File: src/rtl/answer_check_module.sv
// answer_check_module
//   Player-input side of the note memory game. Four raw note buttons are
//   synchronised and debounced. Each accepted press is compared against a
//   fixed 8-note answer melody (1,2,3,1,4,2,3,4). The module emits a one-cycle
//   success or fail pulse for the jingle player. After every fully correct
//   round the round grows by one note. Past the 8-note round it wraps back to
//   START_LAST.
//
// Optional feature: define ANSWER_TIMEOUT_EN to abort a half-entered sequence
//   after TIMEOUT_CYCLES idle cycles in S_WAIT. This raises fail and restarts
//   the round. Without the macro, a round waits indefinitely.
//
// Ports
//   clk          in   1  system clock
//   reset        in   1  asynchronous, active-low reset
//   btn_in       in   4  raw button levels (async, high = pressed), btn_in[i] = note i+1
//   success      out  1  one-cycle pulse: whole sequence 0..last_index entered correctly
//   fail         out  1  one-cycle pulse: wrong note, multi-press or timeout
//   press_valid  out  1  one-cycle pulse per accepted press
//   press_note   out  4  note code 1..4 of the last accepted press (0 after a multi-press)
//   input_index  out  4  position of the next expected note, 0..last_index
//   last_index   out  4  final index of the current round, START_LAST..MAX_LAST

module answer_check_module #(
  parameter int DEBOUNCE_CYCLES = 500_000,
  parameter int HOLDOFF_CYCLES  = 60_000_000,
  parameter int START_LAST      = 2,
  parameter int MAX_LAST        = 7,
  parameter int TIMEOUT_CYCLES  = 250_000_000
) (
  input  logic       clk,
  input  logic       reset,
  input  logic [3:0] btn_in,
  output logic       success,
  output logic       fail,
  output logic       press_valid,
  output logic [3:0] press_note,
  output logic [3:0] input_index,
  output logic [3:0] last_index
);

  localparam int DB_W = $clog2(DEBOUNCE_CYCLES + 1);
  localparam int HO_W = $clog2(HOLDOFF_CYCLES + 1);
  localparam logic [DB_W-1:0] DB_MAX  = DB_W'(DEBOUNCE_CYCLES);
  localparam logic [HO_W-1:0] HO_LAST = HO_W'(HOLDOFF_CYCLES - 1);

  typedef enum logic [1:0] {
    S_WAIT,  // accepting presses
    S_REL,   // waiting for every button to be released
    S_HOLD   // lockout while the jingle plays
  } state_t;

  // Answer melody. The code is the note number 1..4.
  function automatic logic [2:0] answer_note(input logic [2:0] idx);
    case (idx)
      3'd0:    answer_note = 3'd1;
      3'd1:    answer_note = 3'd2;
      3'd2:    answer_note = 3'd3;
      3'd3:    answer_note = 3'd1;
      3'd4:    answer_note = 3'd4;
      3'd5:    answer_note = 3'd2;
      3'd6:    answer_note = 3'd3;
      default: answer_note = 3'd4;
    endcase
  endfunction

  // ---------------------------------------------------------------------
  // Two-flop synchroniser
  // ---------------------------------------------------------------------
  logic [3:0] sync1, sync2;

  // NOTE: sequential state is written with non-blocking assignments only,
  // so every flop samples the pre-edge value of its neighbours.
  always_ff @(posedge clk or negedge reset) begin
    if (!reset) begin
      sync1 <= '0;
      sync2 <= '0;
    end else begin
      sync1 <= btn_in;
      sync2 <= sync1;
    end
  end

  // ---------------------------------------------------------------------
  // Debounce: each counter saturates at DEBOUNCE_CYCLES while its input is
  // high. A single low sample drops it straight back to zero.
  // ---------------------------------------------------------------------
  logic [DB_W-1:0] db_cnt [4];
  logic [3:0]      deb, deb_q, rise;

  // NOTE: this counter array is a handful of flops rather than a RAM, so it is
  // reset like any other register. This makes a mid-press reset take effect at once.
  always_ff @(posedge clk or negedge reset) begin
    if (!reset) begin
      for (int i = 0; i < 4; i++) db_cnt[i] <= '0;
      deb_q <= '0;
    end else begin
      for (int i = 0; i < 4; i++) begin
        if (!sync2[i])
          db_cnt[i] <= '0;
        else if (db_cnt[i] != DB_MAX)
          db_cnt[i] <= db_cnt[i] + DB_W'(1);
      end
      deb_q <= deb;
    end
  end

  logic [2:0] rise_note;
  logic       press_evt, multi_press;

  // NOTE: every signal assigned here gets a default first, so no path
  // leaves a value unassigned and no latch is inferred.
  always_comb begin
    deb       = '0;
    rise_note = 3'd0;
    for (int i = 0; i < 4; i++) deb[i] = (db_cnt[i] == DB_MAX);
    rise = deb & ~deb_q;
    // Only meaningful when exactly one button is down; the lowest bit wins.
    for (int i = 3; i >= 0; i--) begin
      if (rise[i]) rise_note = 3'(i + 1);
    end
  end

  assign press_evt   = |rise;
  assign multi_press = ($countones(deb) > 1);

  // ---------------------------------------------------------------------
  // Game state machine, all outputs registered
  // ---------------------------------------------------------------------
  state_t          state;
  logic [HO_W-1:0] ho_cnt;
  logic [2:0]      expected_note;

  assign expected_note = answer_note(input_index[2:0]);

`ifdef ANSWER_TIMEOUT_EN
  localparam int TO_W = $clog2(TIMEOUT_CYCLES + 1);
  localparam logic [TO_W-1:0] TO_LAST = TO_W'(TIMEOUT_CYCLES - 1);
  logic [TO_W-1:0] to_cnt;
`endif

  always_ff @(posedge clk or negedge reset) begin
    if (!reset) begin
      state       <= S_WAIT;
      ho_cnt      <= '0;
      success     <= 1'b0;
      fail        <= 1'b0;
      press_valid <= 1'b0;
      press_note  <= '0;
      input_index <= '0;
      last_index  <= 4'(START_LAST);
`ifdef ANSWER_TIMEOUT_EN
      to_cnt      <= '0;
`endif
    end else begin
      success     <= 1'b0;
      fail        <= 1'b0;
      press_valid <= 1'b0;

      case (state)
        S_WAIT: begin
          if (press_evt) begin
            press_valid <= 1'b1;
`ifdef ANSWER_TIMEOUT_EN
            to_cnt      <= '0;
`endif
            if (multi_press) begin
              // Any fail restarts the same round from its first note.
              fail        <= 1'b1;
              press_note  <= '0;
              input_index <= '0;
              state       <= S_HOLD;
            end else begin
              press_note <= {1'b0, rise_note};
              if (rise_note != expected_note) begin
                fail        <= 1'b1;
                input_index <= '0;
                state       <= S_HOLD;
              end else if (input_index == last_index) begin
                success     <= 1'b1;
                input_index <= '0;
                last_index  <= (last_index == 4'(MAX_LAST)) ? 4'(START_LAST)
                                                            : last_index + 4'd1;
                state       <= S_HOLD;
              end else begin
                input_index <= input_index + 4'd1;
                state       <= S_REL;
              end
            end
          end
`ifdef ANSWER_TIMEOUT_EN
          // The idle timer only runs once the player has started a sequence.
          // Firing at TO_LAST means the fail pulse lands on the edge where the
          // count would reach TIMEOUT_CYCLES.
          else if (input_index != 4'd0) begin
            if (to_cnt == TO_LAST) begin
              fail        <= 1'b1;
              input_index <= '0;
              to_cnt      <= '0;
              state       <= S_HOLD;
            end else begin
              to_cnt <= to_cnt + TO_W'(1);
            end
          end
`endif
        end

        S_HOLD: begin
          if (ho_cnt == HO_LAST) begin
            ho_cnt <= '0;
            state  <= S_REL;
          end else begin
            ho_cnt <= ho_cnt + HO_W'(1);
          end
        end

        S_REL: begin
          if (deb == 4'b0000) state <= S_WAIT;
        end

        default: state <= S_WAIT;
      endcase
    end
  end

endmodule
File: config.mk
export PLATFORM = sky130hd
export DESIGN_NAME = answer_check_module
export DESIGN_NICKNAME = d
export VERILOG_FILES = /design/src/rtl/answer_check_module.sv
export SDC_FILE = /design/constraint.sdc
export NUM_CORES = 1
export LEC_CHECK = 0
export ABC_AREA = 1
export BUFFER_PORTS_ARGS = -buffer_cell sky130_fd_sc_hd__buf_2
export CAP_MARGIN = 30
export CORE_MARGIN = 2
export CORE_UTILIZATION = 65
export CTS_BUF_LIST = sky130_fd_sc_hd__clkbuf_4 sky130_fd_sc_hd__clkbuf_8
export DETAILED_ROUTE_END_ITERATION = 8
export GPL_TIMING_DRIVEN = 0
export PLACE_DENSITY_LB_ADDON = 0.12
export SLEW_MARGIN = 25
export SYNTH_ARGS = -nofsm -noshare
export SYNTH_HDL_FRONTEND = slang
export SYNTH_SLANG_ARGS = --single-unit
File: constraint.sdc
create_clock -name clk -period 7.5 [get_ports clk]
set_input_delay 0.375 -clock clk [delete_from_list [all_inputs] [get_ports clk]]
set_output_delay 0.375 -clock clk [all_outputs]
set_load 0.03 [all_outputs]
==> metrics.txt, run 1 <==
GRT Residual Overflow 0; H-tree level count 4; flip-flop and latch count after synthesis 130; DRT antenna net count 0; final std cells w/o fill 1104; core area 0.0108 mm^2; post-route standard cell area excluding fillers 0.00793 mm^2; clock tree from TritonCTS built; slowest cell on the critical path fa_1; RSZ-0062 raised after global routing false; Synthesized Nets 933; Highest Clock Rate 361 MHz; library cell with the largest summed area after synthesis dfrtp_1; number of global-route vias before repair 6301; final number of hold-violating endpoints 0; overall routing resource usage 0.281; count of buffer and inverter cells on the critical path 3; length of the first detailed-routing pass in iterations 5; Fill cells 842; Final Max Slew Viols 0; post-synthesis area per instance 7.90 um^2; aggregate routed wire length 15200 um; Min Clock Period, post-route 2770 ps; area of the mapped netlist 0.00719 mm^2; P&R area growth vs syn 10.2%; number of antenna violations at the first check in global routing 0; share of Yosys cell area claimed by the top area cell type 0.449; Data arrival, critical path 3120 ps; total of endpoints with negative setup slack in the final report 0; most used flip-flop cell after synthesis dfrtp_1; source of the worst hold timing path btn_in[2]; die height 109 um; setup TNS 0 ps; number of violations reported at the end of detailed-routing iteration 0 519; area of the die 0.0119 mm^2; count of mapped cells out of synthesis 910; # resized after CTS 0; Critical Path Source Type register; initial core utilization 0.666; average via count per standard cell 5.65; share of cells above drive strength 1 0.126; highest net fanout along the worst path 5; worst ir drop on vdd 0.156 mV; # clock sinks 130; weighted congestion reported at the end of routability-driven placement 0.926; count of boundary I/O pins 21; DRC violations left 0; Crit path max-delay family simple AND/OR/NAND/NOR gates; Chip Width 109 um; peak per-stage delay on the critical path 490 ps; CTS Root Cell clkbuf_8; synth warn 0; Ant. Diodes 0; fraction of the cycle the final worst path needs 0.369; total clock buffers created by CTS 17; leading cell types by total area after synthesis dfrtp_1 (45%), nand2_1 (8.4%), inv_1 (7.3%); Worst Skew 16.2 ps; insertion delay to the later sink of the worst-skew pair 460 ps; WP data required 7850 ps; share of synthesized area occupied by flip-flops and latches 0.453; end-of-flow core utilization 0.734; capturing element type of the critical path register; start of the worst register-to-register path db_cnt[57]; Post-synth EDFFs 0; wire length of the first global-routing pass 26300 um; final net count 974; leakage 3.70 nW; Clk pin slew, worst setup/hold paths 80 ps; instance area after placement 0.00750 mm^2; Power Total 1.36 mW; FP Rows 38; sum of net half-perimeters after detailed placement 11200 um; most frequent CP cell nand2_1; maximum number of pins on one net before global-route repair 72; critical path class reg -> reg; DR vias 6238; number of different library cells in the post-synthesis netlist 57; Power per Cell Area 172 mW/mm^2; number of placed cells counting well taps 1070; cell breakdown of the critical path inv_1 -> ha_1 -> nand4_1 -> nor4_4 -> inv_1 -> fa_1 -> o21ai_2 -> inv_1 -> nand2_1 -> nor2_4 -> nand2_1 -> nand2_1 -> nand2_1 -> nor2_2; launch point of the critical path db_cnt[57]; FFs w/ async S/R, synth 1.00; class of the tightest hold or removal check in -> reg; Max Cap Viol 0; outcome finished clean; WL/cell 13.7 um; Port Buffers 19; clock buffer depth 2
-- cells by family (layout without fill, tap and decap cells) --
group / after synthesis / count (layout) / share of synthesized area
buffers and inverters: 162 / 216 / 0.0874
other: 1 / 1 / 0.000522
flip-flops: 130 / 130 / 0.453
AO/OA/AOI/OAI: 142 / 142 / 0.113
XOR/XNOR: 23 / 23 / 0.0280
AND/OR/NAND/NOR: 435 / 435 / 0.288
adder cells (fa/ha/maj): 17 / 17 / 0.0306
-- flip-flops by register name (all words and copies together), names as in the netlist --
name         cells
sync1            4
success          1
last_index       4
input_index      4
fail             1
press_valid      1
state            2
db_cnt          76
ho_cnt          26
press_note       3
sync2            4
deb_q            4
-- layer usage --
| layer | track usage | wire (um) |
|---|---|---|
| met5 | 0 | 0 |
| met4 | 0.110 | 238 |
| met3 | 0.0693 | 707 |
| met2 | 0.496 | 7710 |
| met1 | 0.328 | 6500 |
-- path summary, 6_finish.rpt --
path	cells past startpoint	slack, ps	endpoint
max in group asynchronous	3	6350	db_cnt[15]
min in group asynchronous	2	450	db_cnt[70]
setup / recovery	14	4730	input_index[3]
hold / removal	1	30	sync1[2]
hold reg to reg	0	350	sync2[2]
setup reg to reg	14	4730	input_index[3]
-- cell usage after synthesis (6+ instances only) --
library cell	count
dfrtp_1	129
nand4_1	35
nand3_2	6
nand2_1	161
nor4_1	6
a21oi_1	46
o21ai_0	56
nor2_1	102
nor2_2	14
inv_1	140
xnor2_1	6
nand3_1	49
ha_1	16
nor3_1	32
nand2_2	8
inv_2	10
a31oi_1	7
xor2_1	17
-- where the power goes --
group          leakage [nW]  switching (mW)  internal, mW
Clock                 0.189           0.282         0.321
Sequential             1.78         0.00508         0.708
Combinational          1.73          0.0334        0.0130
-- area by class of cell --
class                      count  area, um^2  area share
buffer                         8        43.8     0.00553
timing repair buffer          22         153      0.0193
tap                          140         175      0.0221
sequential                   130        3250       0.411
inverter                     154         584      0.0737
multi-input combinational    618        3310       0.417
clock buffer                  20         275      0.0347
clock inverter                12         133      0.0167
-- what timing repair did --
action | in CTS | in global routing
endpoints found under the hold margin | 58 | 1
buffers inserted | 0 | 0
hold buffers | 1 | 1
-- stage by stage --
stage / hold WS [ps] / setup WS, ps
after detailed placement: 336 / 4750
after CTS: 3.31 / 4740
after global routing: 4.56 / 4480
final: 29.6 / 4730
after global placement: 336 / 4460
after floorplan: 79.4 / 5050
-- cells in the final DEF, fill, tap and decap left out, drive strengths merged, types with 16 or more instances in the layout --
master / instances
nor3: 37
dfrtp: 129
nand4: 35
inv: 151
xor2: 17
nor2: 119
clkbuf: 25
nand3: 55
a21oi: 48
buf: 23
ha: 16
o21ai: 64
nand2: 171
Note: power is estimated with default switching activity, not from simulation.
==> inputs of run 2 (changes only) <==
Clock period 7.5 ns to 2.9 ns, I/O delays scaled along.
==> run 2 against run 1 <==
Non-clock buffer count is 3 higher. Flip-flop and latch count stayed put. Clock power grew to 2.6 times the previous value. Routed wire length hardly changed. Global-route usage hardly changed. Critical path depth is 1 lower. Core utilization is 0.35 points higher. Die area stayed put. Cell count is 0.27% higher. Design area is 0.47% higher. Fmax is 3.8% higher.
==> metrics.txt, run 2 (synthesized netlist as in run 1, its figures left out) <==
cell breakdown of the critical path inv_1 -> ha_1 -> nand4_1 -> nor4_4 -> inv_2 -> fa_1 -> o21ai_4 -> inv_1 -> nand2_1 -> nor2_4 -> nand3_2 -> nand2_1 -> o21ai_1; Critical Path Source Type register; peak per-stage delay on the critical path 570 ps (+80 ps); register-to-register setup slack 230 ps (-4500 ps); highest net fanout along the worst path 5 (unchanged); launch point of the critical path db_cnt[57]; count of buffer and inverter cells on the critical path 3 (unchanged); WL/cell 13.7 um (-0.32%); commonest cells after routing, fill and taps aside nand2_1 (161), inv_1 (139), dfrtp_1 (129); GRT Residual Overflow 0 (unchanged); critical register-to-register path endpoint last_index[0]; core area 0.0108 mm^2 (unchanged); Max Cap Viol 0 (unchanged); final net count 977 (+0.31%); Chip Width 109 um (unchanged); clock tree from TritonCTS built; H-tree level count 4 (unchanged); post-route standard cell area excluding fillers 0.00796 mm^2 (+0.47%); setup TNS 0 ps (unchanged); Min Clock Period, post-route 2670 ps (-102 ps); length of the first detailed-routing pass in iterations 5 (unchanged); insertion delay to the later sink of the worst-skew pair 460 ps (about the same); end-of-flow core utilization 0.738 (+0.00348); fraction of the cycle the final worst path needs 0.920 (+0.551); Power per Cell Area 443 mW/mm^2 (+160%); Ant. Diodes 0 (unchanged); final number of hold-violating endpoints 0 (unchanged); share of cells above drive strength 1 0.126 (+0.000645); Crit path depth 13 (-1); count of boundary I/O pins 21 (unchanged); worst ir drop on vdd 0.405 mV (+160%); Data arrival, critical path 3020 ps (-100 ps); Clk pin slew, worst setup/hold paths 80 ps (about the same); most common cell after layout, fill and taps aside nand2_1; overall routing resource usage 0.281 (about the same); DRT antenna net count 0 (unchanged); critical path class reg -> reg; endpoint of the most critical setup path last_index[0]; number of global-route vias before repair 6333 (+0.51%); final std cells w/o fill 1107 (+0.27%); average via count per standard cell 5.62 (-0.57%); # clock sinks 130 (unchanged); Final Max Slew Viols 0 (unchanged); class of the tightest hold or removal check in -> async; number of flip-flops under the largest register name 76 (unchanged); outcome finished clean; register containing the most flip-flops in the final layout db_cnt; maximum number of pins on one net before global-route repair 72 (unchanged); wire length of the first global-routing pass 26400 um (+0.19%); WP data required 3250 ps (-4600 ps); weighted congestion reported at the end of routability-driven placement 0.926 (unchanged); sum of net half-perimeters after detailed placement 11200 um (unchanged); aggregate routed wire length 15100 um (about the same); r2r worst-path depth 13 (-1); capturing element type of the critical path register; area of the die 0.0119 mm^2 (unchanged); leakage 3.72 nW (+0.37%); total of endpoints with negative setup slack in the final report 0 (unchanged); number of antenna violations at the first check in global routing 0 (unchanged); die height 109 um (unchanged); DRC violations left 0 (unchanged); number of violations reported at the end of detailed-routing iteration 0 483 (-6.9%); CTS Root Cell clkbuf_8; Crit path max-delay family simple AND/OR/NAND/NOR gates; RSZ-0062 raised after global routing false; total clock buffers created by CTS 17 (unchanged); P&R area growth vs syn 10.8%; number of placed cells counting well taps 1070 (unchanged); slowest cell on the critical path fa_1; largest registers db_cnt x76, ho_cnt x26; start of the worst register-to-register path db_cnt[57]; Port Buffers 19 (unchanged); DR vias 6219 (-0.30%); buffers inserted by post-CTS timing repair 0 (unchanged); clock buffer depth 2 (unchanged); Worst Skew 17.0 ps (+0.736 ps); hold_ws 208 ps (+178 ps); instance area after placement 0.00750 mm^2 (unchanged); FP Rows 38 (unchanged); initial core utilization 0.666 (unchanged); Highest Clock Rate 375 MHz (+3.8%)
-- run 2: cell count changes in the layout (fill, tap and decap cells not counted) --
cell	before	now
o21ai_2	5	4
dlygate4sd3_1	2	5
inv_2	10	11
inv_1	140	139
o21ai_4	0	1
-- run 2: worst min path at each step --
stage,from,end,slack (ps),cells past startpoint
global route,reset,db_cnt[70],250,2
detailed placement,reset,db_cnt[70],110,1
finish,reset,db_cnt[70],210,2
CTS,reset,db_cnt[70],210,2
global placement,btn_in[1],sync1[1],250,1
floorplan,reset,db_cnt[0],-150,0
-- run 2: power by group --
part / switching, mW / internal, mW
Combinational: 0.0870 / 0.0362
Clock: 0.733 / 0.829
Sequential: 0.0131 / 1.83
Total: 0.833 / 2.70
-- run 2: through the flow --
| step | power [mW] | worst slack [ps] |
|---|---|---|
| after detailed placement | 2.00 | 155 |
| final | 3.53 | 233 |
| after floorplan | 1.93 | 450 |
| after global placement | 1.99 | 88.8 |
| after global routing | 3.65 | 20.5 |
| after CTS | 3.56 | 138 |
-- run 2: layout make-up --
cell class	instances	area [um^2]
multi-input cells	618	3310
flip-flops and latches	130	3250
fillers	838	2830
inverters	154	584
clock buffers	20	275
repair buffers	25	183
well taps	140	175
clock inverters	12	133
plain buffers	8	43.8
-- run 2: repair_timing --
item                                   4_1_cts  5_1_grt
endpoints found under the hold margin       63        0
gates resized for setup                      0        2
setup endpoints to repair                    0       10
hold buffers                                 5        0
-- run 2: routing by layer --
layer,track usage,part of all wire,up-vias
met4,0.110,0.014,0
met5,0,0,-
li1,-,-,3067
met1,0.328,0.44,2976
met3,0.0693,0.042,20
met2,0.497,0.51,156
